$ cat src/rtl/branch_pkg.sv
// Shared types and helpers for the branch resolution unit: branch/jump codes,
// 2-bit BHT counter type and state constants, and counter-update helpers.
package branch_pkg;

  typedef enum logic [3:0] {
    BJ_NONE = 4'b0000,
    BJ_BEQ  = 4'b1000,
    BJ_BNE  = 4'b1001,
    BJ_JAL  = 4'b1011,
    BJ_BLT  = 4'b1100,
    BJ_BGE  = 4'b1101,
    BJ_BLTU = 4'b1110,
    BJ_BGEU = 4'b1111
  } bj_inst_e;

  typedef logic [1:0] bht_cnt_t;

  localparam bht_cnt_t CNT_SNT = 2'b00;
  localparam bht_cnt_t CNT_WNT = 2'b01;
  localparam bht_cnt_t CNT_WT  = 2'b10;
  localparam bht_cnt_t CNT_ST  = 2'b11;

  // Conditional branches train the predictor; jumps and other codes do not.
  function automatic logic is_cond_branch(input logic [3:0] code);
    return (code == BJ_BEQ)  || (code == BJ_BNE)  ||
           (code == BJ_BLT)  || (code == BJ_BGE)  ||
           (code == BJ_BLTU) || (code == BJ_BGEU);
  endfunction

  // Saturating 2-bit counter step towards the resolved direction.
  function automatic bht_cnt_t bht_next(input bht_cnt_t cnt, input logic taken);
    if (taken) return (cnt == CNT_ST)  ? CNT_ST  : bht_cnt_t'(cnt + 2'd1);
    else       return (cnt == CNT_SNT) ? CNT_SNT : bht_cnt_t'(cnt - 2'd1);
  endfunction

endpackage

$ cat src/rtl/branch_resolve_unit_if.sv
// EX-stage request and registered resolution bundle between the pipeline
// (master) and the branch resolution unit (slave).
interface branch_resolve_unit_if #(
  parameter int unsigned XLEN = 32
);
  logic            ex_valid;
  logic [3:0]      ex_bj_inst;
  logic [XLEN-1:0] ex_inA;
  logic [XLEN-1:0] ex_inB;
  logic [XLEN-1:0] ex_pc;
  logic [XLEN-1:0] ex_target;
  logic            ex_pred_taken;
  logic            stall;
  logic            flush;
  logic            br_valid;
  logic            br_taken;
  logic            br_mispredict;
  logic [XLEN-1:0] br_redirect_pc;

  modport master (
    output ex_valid, ex_bj_inst, ex_inA, ex_inB, ex_pc, ex_target,
           ex_pred_taken, stall, flush,
    input  br_valid, br_taken, br_mispredict, br_redirect_pc
  );

  modport slave (
    input  ex_valid, ex_bj_inst, ex_inA, ex_inB, ex_pc, ex_target,
           ex_pred_taken, stall, flush,
    output br_valid, br_taken, br_mispredict, br_redirect_pc
  );
endinterface

$ cat src/rtl/branch_resolve_unit_br_cmp.sv
// Combinational branch/jump condition evaluator.
module br_cmp
  import branch_pkg::*;
#(
  parameter int unsigned XLEN = 32
) (
  input  logic [3:0]      code,
  input  logic [XLEN-1:0] inA,
  input  logic [XLEN-1:0] inB,
  output logic            cond
);

  // Resolve direction; unknown codes are never taken.
  always_comb begin
    cond = 1'b0;
    case (code)
      BJ_BEQ:  cond = (inA == inB);
      BJ_BNE:  cond = (inA != inB);
      BJ_JAL:  cond = 1'b1;
      BJ_BLT:  cond = ($signed(inA) <  $signed(inB));
      BJ_BGE:  cond = ($signed(inA) >= $signed(inB));
      BJ_BLTU: cond = (inA <  inB);
      BJ_BGEU: cond = (inA >= inB);
      default: cond = 1'b0;
    endcase
  end

endmodule

$ cat src/rtl/branch_resolve_unit.sv
// Branch resolution unit with bimodal (2-bit counter) predictor.
// Optional statistics counters are built only when BRANCH_STATS_EN is defined;
// otherwise stat_branches/stat_mispredicts are tied to zero.
module branch_resolve_unit
  import branch_pkg::*;
#(
  parameter int unsigned XLEN        = 32,
  parameter int unsigned BHT_ENTRIES = 64,
  parameter bht_cnt_t    CNT_INIT    = CNT_WNT
) (
  input  logic                  clk,
  input  logic                  rst_n,
  input  logic [XLEN-1:0]       if_pc,
  output logic                  if_pred_taken,
  branch_resolve_unit_if.slave  bus,
  output logic [31:0]           stat_branches,
  output logic [31:0]           stat_mispredicts
);

  localparam int unsigned IDX_W = $clog2(BHT_ENTRIES);

  logic            cond;
  logic            accept;
  logic            bht_upd;
  logic [IDX_W-1:0] if_idx;
  logic [IDX_W-1:0] ex_idx;

  bht_cnt_t bht_q [BHT_ENTRIES];
  bht_cnt_t bht_d [BHT_ENTRIES];

  logic            br_valid_q, br_valid_d;
  logic            br_taken_q, br_taken_d;
  logic            br_mispredict_q, br_mispredict_d;
  logic [XLEN-1:0] br_redirect_pc_q, br_redirect_pc_d;

  logic unused_pc_bits;
  assign unused_pc_bits = ^{if_pc[XLEN-1:IDX_W+2], if_pc[1:0]};

  br_cmp #(.XLEN(XLEN)) u_br_cmp (
    .code (bus.ex_bj_inst),
    .inA  (bus.ex_inA),
    .inB  (bus.ex_inB),
    .cond (cond)
  );

  assign accept  = bus.ex_valid && !bus.stall && !bus.flush;
  assign bht_upd = accept && is_cond_branch(bus.ex_bj_inst);
  assign if_idx  = if_pc[IDX_W+1:2];
  assign ex_idx  = bus.ex_pc[IDX_W+1:2];

  // Fetch-side prediction reads the registered table (no write bypass).
  assign if_pred_taken = bht_q[if_idx][1];

  // Next BHT contents: train only on accepted conditional branches.
  always_comb begin
    bht_d = bht_q;
    if (bht_upd) bht_d[ex_idx] = bht_next(bht_q[ex_idx], cond);
  end

  // BHT storage.
  always_ff @(posedge clk or negedge rst_n) begin
    if (!rst_n) begin
      for (int unsigned i = 0; i < BHT_ENTRIES; i++) bht_q[i] <= CNT_INIT;
    end else begin
      bht_q <= bht_d;
    end
  end

  // Output register next-state: flush kills, stall holds, accept resolves.
  always_comb begin
    br_valid_d       = br_valid_q;
    br_taken_d       = br_taken_q;
    br_mispredict_d  = br_mispredict_q;
    br_redirect_pc_d = br_redirect_pc_q;
    if (bus.flush) begin
      br_valid_d = 1'b0;
    end else if (bus.stall) begin
      br_valid_d = br_valid_q;
    end else if (bus.ex_valid) begin
      br_valid_d       = 1'b1;
      br_taken_d       = cond;
      br_mispredict_d  = (cond != bus.ex_pred_taken);
      br_redirect_pc_d = cond ? bus.ex_target : bus.ex_pc + XLEN'(4);
    end else begin
      br_valid_d = 1'b0;
    end
  end

  // Output register.
  always_ff @(posedge clk or negedge rst_n) begin
    if (!rst_n) begin
      br_valid_q       <= 1'b0;
      br_taken_q       <= 1'b0;
      br_mispredict_q  <= 1'b0;
      br_redirect_pc_q <= '0;
    end else begin
      br_valid_q       <= br_valid_d;
      br_taken_q       <= br_taken_d;
      br_mispredict_q  <= br_mispredict_d;
      br_redirect_pc_q <= br_redirect_pc_d;
    end
  end

  assign bus.br_valid       = br_valid_q;
  assign bus.br_taken       = br_taken_q;
  assign bus.br_mispredict  = br_mispredict_q;
  assign bus.br_redirect_pc = br_redirect_pc_q;

`ifdef BRANCH_STATS_EN
  logic [31:0] stat_branches_q, stat_branches_d;
  logic [31:0] stat_mispredicts_q, stat_mispredicts_d;

  // Count accepted branches/jumps and accepted mispredicts (wrapping).
  always_comb begin
    stat_branches_d    = stat_branches_q;
    stat_mispredicts_d = stat_mispredicts_q;
    if (accept && (is_cond_branch(bus.ex_bj_inst) || bus.ex_bj_inst == BJ_JAL))
      stat_branches_d = stat_branches_q + 32'd1;
    if (accept && (cond != bus.ex_pred_taken))
      stat_mispredicts_d = stat_mispredicts_q + 32'd1;
  end

  // Statistics registers.
  always_ff @(posedge clk or negedge rst_n) begin
    if (!rst_n) begin
      stat_branches_q    <= '0;
      stat_mispredicts_q <= '0;
    end else begin
      stat_branches_q    <= stat_branches_d;
      stat_mispredicts_q <= stat_mispredicts_d;
    end
  end

  assign stat_branches    = stat_branches_q;
  assign stat_mispredicts = stat_mispredicts_q;
`else
  assign stat_branches    = '0;
  assign stat_mispredicts = '0;
`endif

endmodule

$ cat src/flat_wrapper.sv
// flat-port wrapper written by rule: the top's interface ports become plain ports
module branch_resolve_unit_flat import branch_pkg::*;
#(
  parameter int unsigned XLEN        = 32,
  parameter int unsigned BHT_ENTRIES = 64,
  parameter bht_cnt_t    CNT_INIT    = CNT_WNT
)
  (clk, rst_n, if_pc, if_pred_taken, stat_branches, stat_mispredicts, bus_ex_valid, bus_ex_bj_inst, bus_ex_inA, bus_ex_inB, bus_ex_pc, bus_ex_target, bus_ex_pred_taken, bus_stall, bus_flush, bus_br_valid, bus_br_taken, bus_br_mispredict, bus_br_redirect_pc);
  branch_resolve_unit_if #(.XLEN(XLEN)) bus_i ();
  input  logic clk;
  input  logic rst_n;
  input  logic [XLEN-1:0] if_pc;
  output logic if_pred_taken;
  output logic [31:0] stat_branches;
  output logic [31:0] stat_mispredicts;
  input wire logic [$bits(bus_i.ex_valid)-1:0] bus_ex_valid;
  input wire logic [$bits(bus_i.ex_bj_inst)-1:0] bus_ex_bj_inst;
  input wire logic [$bits(bus_i.ex_inA)-1:0] bus_ex_inA;
  input wire logic [$bits(bus_i.ex_inB)-1:0] bus_ex_inB;
  input wire logic [$bits(bus_i.ex_pc)-1:0] bus_ex_pc;
  input wire logic [$bits(bus_i.ex_target)-1:0] bus_ex_target;
  input wire logic [$bits(bus_i.ex_pred_taken)-1:0] bus_ex_pred_taken;
  input wire logic [$bits(bus_i.stall)-1:0] bus_stall;
  input wire logic [$bits(bus_i.flush)-1:0] bus_flush;
  output wire logic [$bits(bus_i.br_valid)-1:0] bus_br_valid;
  output wire logic [$bits(bus_i.br_taken)-1:0] bus_br_taken;
  output wire logic [$bits(bus_i.br_mispredict)-1:0] bus_br_mispredict;
  output wire logic [$bits(bus_i.br_redirect_pc)-1:0] bus_br_redirect_pc;
  assign bus_i.ex_valid = bus_ex_valid;
  assign bus_i.ex_bj_inst = bus_ex_bj_inst;
  assign bus_i.ex_inA = bus_ex_inA;
  assign bus_i.ex_inB = bus_ex_inB;
  assign bus_i.ex_pc = bus_ex_pc;
  assign bus_i.ex_target = bus_ex_target;
  assign bus_i.ex_pred_taken = bus_ex_pred_taken;
  assign bus_i.stall = bus_stall;
  assign bus_i.flush = bus_flush;
  assign bus_br_valid = bus_i.br_valid;
  assign bus_br_taken = bus_i.br_taken;
  assign bus_br_mispredict = bus_i.br_mispredict;
  assign bus_br_redirect_pc = bus_i.br_redirect_pc;
  branch_resolve_unit #(.XLEN(XLEN), .BHT_ENTRIES(BHT_ENTRIES), .CNT_INIT(CNT_INIT)) u_core (.clk(clk), .rst_n(rst_n), .if_pc(if_pc), .if_pred_taken(if_pred_taken), .bus(bus_i), .stat_branches(stat_branches), .stat_mispredicts(stat_mispredicts));
endmodule
$ cat config.mk
export PLATFORM = sky130hd
export DESIGN_NAME = branch_resolve_unit_flat
export DESIGN_NICKNAME = d
export VERILOG_FILES = /design/src/rtl/branch_pkg.sv /design/src/rtl/branch_resolve_unit_if.sv /design/src/rtl/branch_resolve_unit_br_cmp.sv /design/src/rtl/branch_resolve_unit.sv /design/src/flat_wrapper.sv
export SDC_FILE = /design/constraint.sdc
export NUM_CORES = 1
export LEC_CHECK = 0
export BUFFER_PORTS_ARGS = -buffer_cell sky130_fd_sc_hd__buf_2
export CAP_MARGIN = 20
export CORE_AREA = 2 2 187 189
export CTS_CLUSTER_DIAMETER = 120
export DETAILED_ROUTE_END_ITERATION = 12
export DIE_AREA = 0 0 189 191
export PLACE_DENSITY = 0.54
export SLEW_MARGIN = 20
export SYNTH_ARGS = -nofsm -noshare
export SYNTH_HDL_FRONTEND = slang
export SYNTH_SLANG_ARGS = --single-unit
$ cat constraint.sdc
create_clock -name clk -period 7 [get_ports clk]
set_input_delay 0.7 -clock clk [delete_from_list [all_inputs] [get_ports clk]]
set_output_delay 0.7 -clock clk [all_outputs]
set_load 0.1 [all_outputs]
==> results.sh, run 1 <==
export IMPL_wl_per_cell_um=19.4
export IMPL_max_freq_ghz=0.222
export IMPL_utilization=0.350
export IMPL_tns_ns=0
export IMPL_drv_cap=0
export IMPL_track_usage=0.185
export IMPL_critPathMaxStageDelay_ns=0.70
export IMPL_ys_seq_area_frac=0.400
export IMPL_stdcell_area_um2=12000
export IMPL_cts_sinks=163
export IMPL_nets=1466
export IMPL_finalCriticalPeriod_ns=4.49
export IMPL_postCtsSetupBuffers=0
export IMPL_ant_nets=0
export IMPL_path_common_cell="a2111oi_0"
export IMPL_route_detailed_drc=0
export IMPL_cts_tree="yes"
export IMPL_clk_pin_slew_ns=0.07
export IMPL_drt_iter0_drc=752
export IMPL_r2r_start="u_core.bht_q[82]"
export IMPL_htreeDepth=4
export IMPL_place_area_um2=11400
export IMPL_regToRegSetupSlack_ns=3.35
export IMPL_relSlewSlack=0.289
export IMPL_synthesis_area_um2=10400
export IMPL_whs_ns=0.331
export IMPL_ys_warn_count=0
export IMPL_fin_cells=1731
export IMPL_clk_latency_ns=0.44
export IMPL_grt_pass1_wl_um=52100
export IMPL_cp_required_ns=7.27
export IMPL_yosysTopAreaCell="dfrtp_1"
export IMPL_async_reset_ff_frac=1.00
export IMPL_cp_data_arrival_time_ns=4.77
export IMPL_p_leak_nw=5.18
export IMPL_slew_violations=0
export IMPL_syn_inst=1122
export IMPL_synthFlopType="dfrtp_1"
export IMPL_status="complete, no violations"
export IMPL_rsz0062_at_grt="no"
export IMPL_die_area_um2=36100
export IMPL_setup_viol=0
export IMPL_globalplace_congestion=0.837
export IMPL_reg2regPathDepth=7
export IMPL_grt_pass1_vias=8922
export IMPL_ctsLongestPathBuffers=2
export IMPL_die_h_um=191
export IMPL_vias=9222
export IMPL_cts_buffers=17
export IMPL_cts_resized=0
export IMPL_critPathTopFamily="buffers and inverters"
export IMPL_fin_ws_ns=2.51
export IMPL_cp_max_fo=36
export IMPL_dr_pass1_iters=5
export IMPL_cts_hold_buf=0
export IMPL_p_total_mw=2.91
export IMPL_yosysTopAreaCellShare=0.238
export IMPL_netlist_cell_type_count=64
export IMPL_vias_per_cell=5.33
export IMPL_antenna_found_initial=1
export IMPL_r2r_end="u_core.bht_q[45]"
export IMPL_die_w_um=189
export IMPL_hold_viol=0
export IMPL_syn_to_final_growth_pct=14.9
export IMPL_cts_root_buf="clkbuf_16"
export IMPL_power_density_nw_per_um2=244
export IMPL_ios=270
export IMPL_grt_overflow=0
export IMPL_yosys_top_cells_area="dfrtp_1 24%, dfstp_2 16%, a31oi_1 8.3%"
export IMPL_crit_path_top_delay_cell="clkinv_1"
export IMPL_wl_um=33600
export IMPL_ys_ff_latch=163
export IMPL_synth_edf_count=0
export IMPL_hold_path_class="input port to asynchronous set/reset pin"
export IMPL_critPathKind="input port to flip-flop"
export IMPL_skew_ns=0.0117
export IMPL_start_util=0.305
export IMPL_period_share=0.642
export IMPL_grt_max_degree=87
export IMPL_crit_path_cell_trace="buf_2 > clkinv_1 > a2111oi_0 > a2111oi_0 > or4_4 > o22ai_4 > buf_4 > a31oi_1"
export IMPL_portBuffers=179
export IMPL_ir_drop_mv=0.156
export IMPL_crit_path_end_kind="flip-flop"
export IMPL_worst_pin_slew_ns=1.06
export IMPL_syn_avg_cell_area_um2=9.27
export IMPL_n_antenna_cell=0
export IMPL_crit_buf_inv=3
export IMPL_hpwl_um=22900
export IMPL_placed_cells=1699
export IMPL_worst_setup_path_start_kind="input port"
export IMPL_synth_common_cells="211 x nor2_1, 138 x a31oi_1, 99 x dfrtp_1, 68 x nand2_1, 66 x buf_4"
export IMPL_num_rows=68
export IMPL_crit_start="bus_ex_pc[2]"
export IMPL_drive_gt1_frac=0.267
export IMPL_synth_most_common_cell="nor2_1"
export IMPL_coreArea_um2=34100
export IMPL_pre_cts_slack_ns=2.12
==> layout make-up <==
| class | count | area, um^2 |
|---|---|---|
| Clock buffer | 21 | 460 |
| Clock inverter | 11 | 126 |
| Fill cell | 3560 | 22200 |
| Inverter | 41 | 154 |
| Multi-Input combinational cell | 847 | 5470 |
| Sequential cell | 163 | 4160 |
| Tap cell | 455 | 569 |
| Timing Repair Buffer | 193 | 1010 |
==> flip-flops by register name, summed over array words and instances (netlist names) <==
signal and count:
u_core.bht_q 128, u_core.bus.br_taken 1, u_core.bus.br_redirect_pc 32, u_core.bus.br_valid 1
u_core.bus.br_mispredict 1
==> worst max path at each step <==
| stage | cells after the start | endpoint | slack [ns] |
|---|---|---|---|
| floorplan | 5 | if_pred_taken | 2.91 |
| global placement | 8 | u_core.bht_q[75] | 2.15 |
| detailed placement | 8 | u_core.bht_q[83] | 2.12 |
| CTS | 8 | u_core.bht_q[83] | 2.57 |
| global route | 8 | u_core.bht_q[29] | 2.32 |
| finish | 8 | u_core.bht_q[45] | 2.51 |
==> report_power, final <==
part	total [mW]	internal, mW	switching (mW)
sequential	1.07	1.02	0.0434
clock	0.959	0.548	0.411
combinational	0.890	0.173	0.716
==> cell families after synthesis <==
| group | share of synthesized area |
|---|---|
| and+or+nand+nor | 0.160 |
| adders and majority gates | 0.0397 |
| muxes | 0.0800 |
| other | 0.000361 |
| buffers and inverters | 0.0988 |
| xor gates and xnor gates | 0.0236 |
| AOI/OAI and AO/OA | 0.197 |
| DFF | 0.400 |
==> routing by layer <==
| metal | part of all wire | track usage | vias up |
|---|---|---|---|
| met5 | 0.00021 | 0 | - |
| met4 | 0.021 | 0.0520 | 2 |
| met3 | 0.093 | 0.0424 | 46 |
| met2 | 0.45 | 0.290 | 452 |
| met1 | 0.44 | 0.254 | 4428 |
| li1 | - | - | 4294 |
==> placed cells by master, fill, tap and decap left out, types with 10 or more instances in the layout <==
cell type / netlist / routed
mux4_2: 28 / 28
o211ai_1: 16 / 16
a21oi_1: 33 / 33
o21ai_0: 20 / 20
nor2_1: 211 / 210
mux2i_1: 10 / 10
xnor2_1: 21 / 21
nand4_1: 22 / 22
inv_1: 39 / 39
nand2_1: 68 / 67
conb_1: 1 / 64
a221oi_1: 30 / 30
dfstp_2: 64 / 64
and3_1: 11 / 11
a31oi_1: 138 / 138
o31ai_1: 12 / 12
buf_4: 66 / 13
dfrtp_1: 99 / 99
ha_1: 33 / 33
clkbuf_16: 0 / 17
nand3_1: 19 / 19
buf_2: 20 / 178
(Power assumes the default switching activity.)
==> run 2: changes to the inputs <==
--- a/config.mk
+++ b/config.mk
@@ -11,7 +11,7 @@
 export CTS_CLUSTER_DIAMETER = 120
 export DETAILED_ROUTE_END_ITERATION = 12
 export DIE_AREA = 0 0 189 191
-export PLACE_DENSITY = 0.54
+export PLACE_DENSITY = 0.56
 export SLEW_MARGIN = 20
 export SYNTH_ARGS = -nofsm -noshare
 export SYNTH_HDL_FRONTEND = slang
==> constraint.sdc (replaced) <==
create_clock -name clk -period 3.7 [get_ports clk]
set_input_delay 0.37 -clock clk [delete_from_list [all_inputs] [get_ports clk]]
set_output_delay 0.37 -clock clk [all_outputs]
set_load 0.1 [all_outputs]
==> results.sh, run 2 (synthesis results as in run 1) <==
export IMPL_utilization=0.361
export IMPL_globalplace_congestion=0.863
export IMPL_place_area_um2=11700
export IMPL_ctsLongestPathBuffers=2
export IMPL_worst_setup_path_start_kind="flip-flop"
export IMPL_n_antenna_cell=0
export IMPL_cp_max_fo=3
export IMPL_final_cell_mix="211 x nor2_1, 178 x buf_2, 138 x a31oi_1"
export IMPL_violations="negative hold slack"
export IMPL_postCtsSetupBuffers=0
export IMPL_die_h_um=191
export IMPL_die_area_um2=36100
export IMPL_ir_drop_mv=0.292
export IMPL_pre_cts_slack_ns=0.265
export IMPL_grt_overflow=0
export IMPL_r2r_start="u_core.bht_q[82]"
export IMPL_p_total_mw=5.52
export IMPL_drt_iter0_drc=759
export IMPL_switching_share=0.411
export IMPL_seq_power_share=0.365
export IMPL_wl_um=34300
export IMPL_portBuffers=179
export IMPL_finalCriticalPeriod_ns=3.10
export IMPL_cts_tree="yes"
export IMPL_grt_pass1_vias=9246
export IMPL_hpwl_um=24400
export IMPL_cts_root_buf="clkbuf_16"
export IMPL_coreArea_um2=34100
export IMPL_ios=270
export IMPL_worst_pin_slew_ns=0.927
export IMPL_fin_cells=1767
export IMPL_relSlewSlack=0.382
export IMPL_clk_latency_ns=0.43
export IMPL_grt_pass1_wl_um=53200
export IMPL_drive_gt1_frac=0.287
export IMPL_cts_buffers=17
export IMPL_tns_ns=0
export IMPL_antenna_found_initial=2
export IMPL_stdcell_area_um2=12300
export IMPL_fin_ws_ns=0.603
export IMPL_crit_path_end_kind="primary output"
export IMPL_whs_ns=-0.00791
export IMPL_status="finished, violations left"
export IMPL_ant_nets=0
export IMPL_path_common_cell="mux4_2"
export IMPL_placed_cells=1735
export IMPL_route_detailed_drc=0
export IMPL_rsz0062_at_grt="no"
export IMPL_cts_hold_buf=0
export IMPL_layout_commonest_cell="nor2_1"
export IMPL_die_w_um=189
export IMPL_reg2regPathDepth=7
export IMPL_clock_power_share=0.319
export IMPL_drv_cap=0
export IMPL_p_comb_frac=0.316
export IMPL_cts_sinks=163
export IMPL_largest_reg_flops=128
export IMPL_grt_max_degree=94
export IMPL_syn_to_final_growth_pct=18.5
export IMPL_cp_required_ns=3.33
export IMPL_crit_path_top_delay_cell="mux4_2"
export IMPL_hold_path_class="input port to asynchronous set/reset pin"
export IMPL_power_net_switching_mw=2.27
export IMPL_critPathTopFamily="multiplexers"
export IMPL_htreeDepth=4
export IMPL_power_density_nw_per_um2=448
export IMPL_hold_viol=6
export IMPL_vias=9377
export IMPL_num_rows=68
export IMPL_slew_violations=0
export IMPL_max_freq_ghz=0.323
export IMPL_crit_path_cell_trace="mux4_2 > mux4_2 > mux4_2 > buf_2"
export IMPL_wl_per_cell_um=19.4
export IMPL_cts_resized=0
export IMPL_crit_buf_inv=1
export IMPL_dr_pass1_iters=6
export IMPL_nets=1502
export IMPL_internal_power_mw=3.25
export IMPL_p_leak_nw=5.39
export IMPL_r2r_end="u_core.bht_q[47]"
export IMPL_cp_data_arrival_time_ns=2.73
export IMPL_regToRegSetupSlack_ns=0.92
export IMPL_critPathMaxStageDelay_ns=0.54
export IMPL_vias_per_cell=5.31
export IMPL_setup_viol=0
export IMPL_top_register="u_core.bht_q"
export IMPL_track_usage=0.189
export IMPL_period_share=0.837
export IMPL_critPathKind="flip-flop to primary output"
export IMPL_fillers=3492
export IMPL_skew_ns=0.0130
export IMPL_start_util=0.305
export IMPL_clk_pin_slew_ns=0.07
-- run 2: changes by cell type in the layout (fill, tap and decap cells not counted), sizes merged --
| cell | delta |
|---|---|
| buf | +36 |
| clkinvlp | +2 |
| inv | +3 |
| bufinv | -1 |
| clkbuf | -4 |
-- run 2: worst max path at each step --
stage	startpoint	end	slack, ns	depth (start not counted)
after floorplan	if_pc[2]	if_pred_taken	0.27	5
after global placement	bus_ex_inB[31]	u_core.bht_q[41]	0.31	11
after detailed placement	bus_ex_inB[31]	u_core.bht_q[3]	0.26	11
after CTS	u_core.bht_q[1]	if_pred_taken	0.60	4
after global routing	bus_ex_pc[3]	u_core.bht_q[106]	0.53	10
final	u_core.bht_q[1]	if_pred_taken	0.60	4
-- run 2: layout make-up --
cell class / instances / area, um^2 / share of cell area
inverters: 41 / 154 / 0.0125
well taps: 455 / 569 / 0.0462
clock inverters: 15 / 148 / 0.0120
flip-flops and latches: 163 / 4160 / 0.338
clock buffers: 17 / 425 / 0.0345
multi-input cells: 847 / 5460 / 0.443
repair buffers: 229 / 1400 / 0.114
-- run 2: layer usage --
| metal | wire, um | track usage | part of all wire |
|---|---|---|---|
| met5 | 30 | 0 | 0.00088 |
| met4 | 835 | 0.0682 | 0.024 |
| met3 | 2710 | 0.0371 | 0.079 |
| met2 | 15700 | 0.305 | 0.46 |
| met1 | 15000 | 0.252 | 0.44 |
-- run 2: power by group through the flow --
stage / registers (mW) / logic (mW) / clock network (mW)
floorplan: 2.57 / 0.827 / 0
finish: 2.02 / 1.75 / 1.76
CTS: 2.01 / 1.74 / 1.80
global route: 2.03 / 1.84 / 1.87
detailed placement: 2.05 / 1.74 / 0
global placement: 2.04 / 1.73 / 0
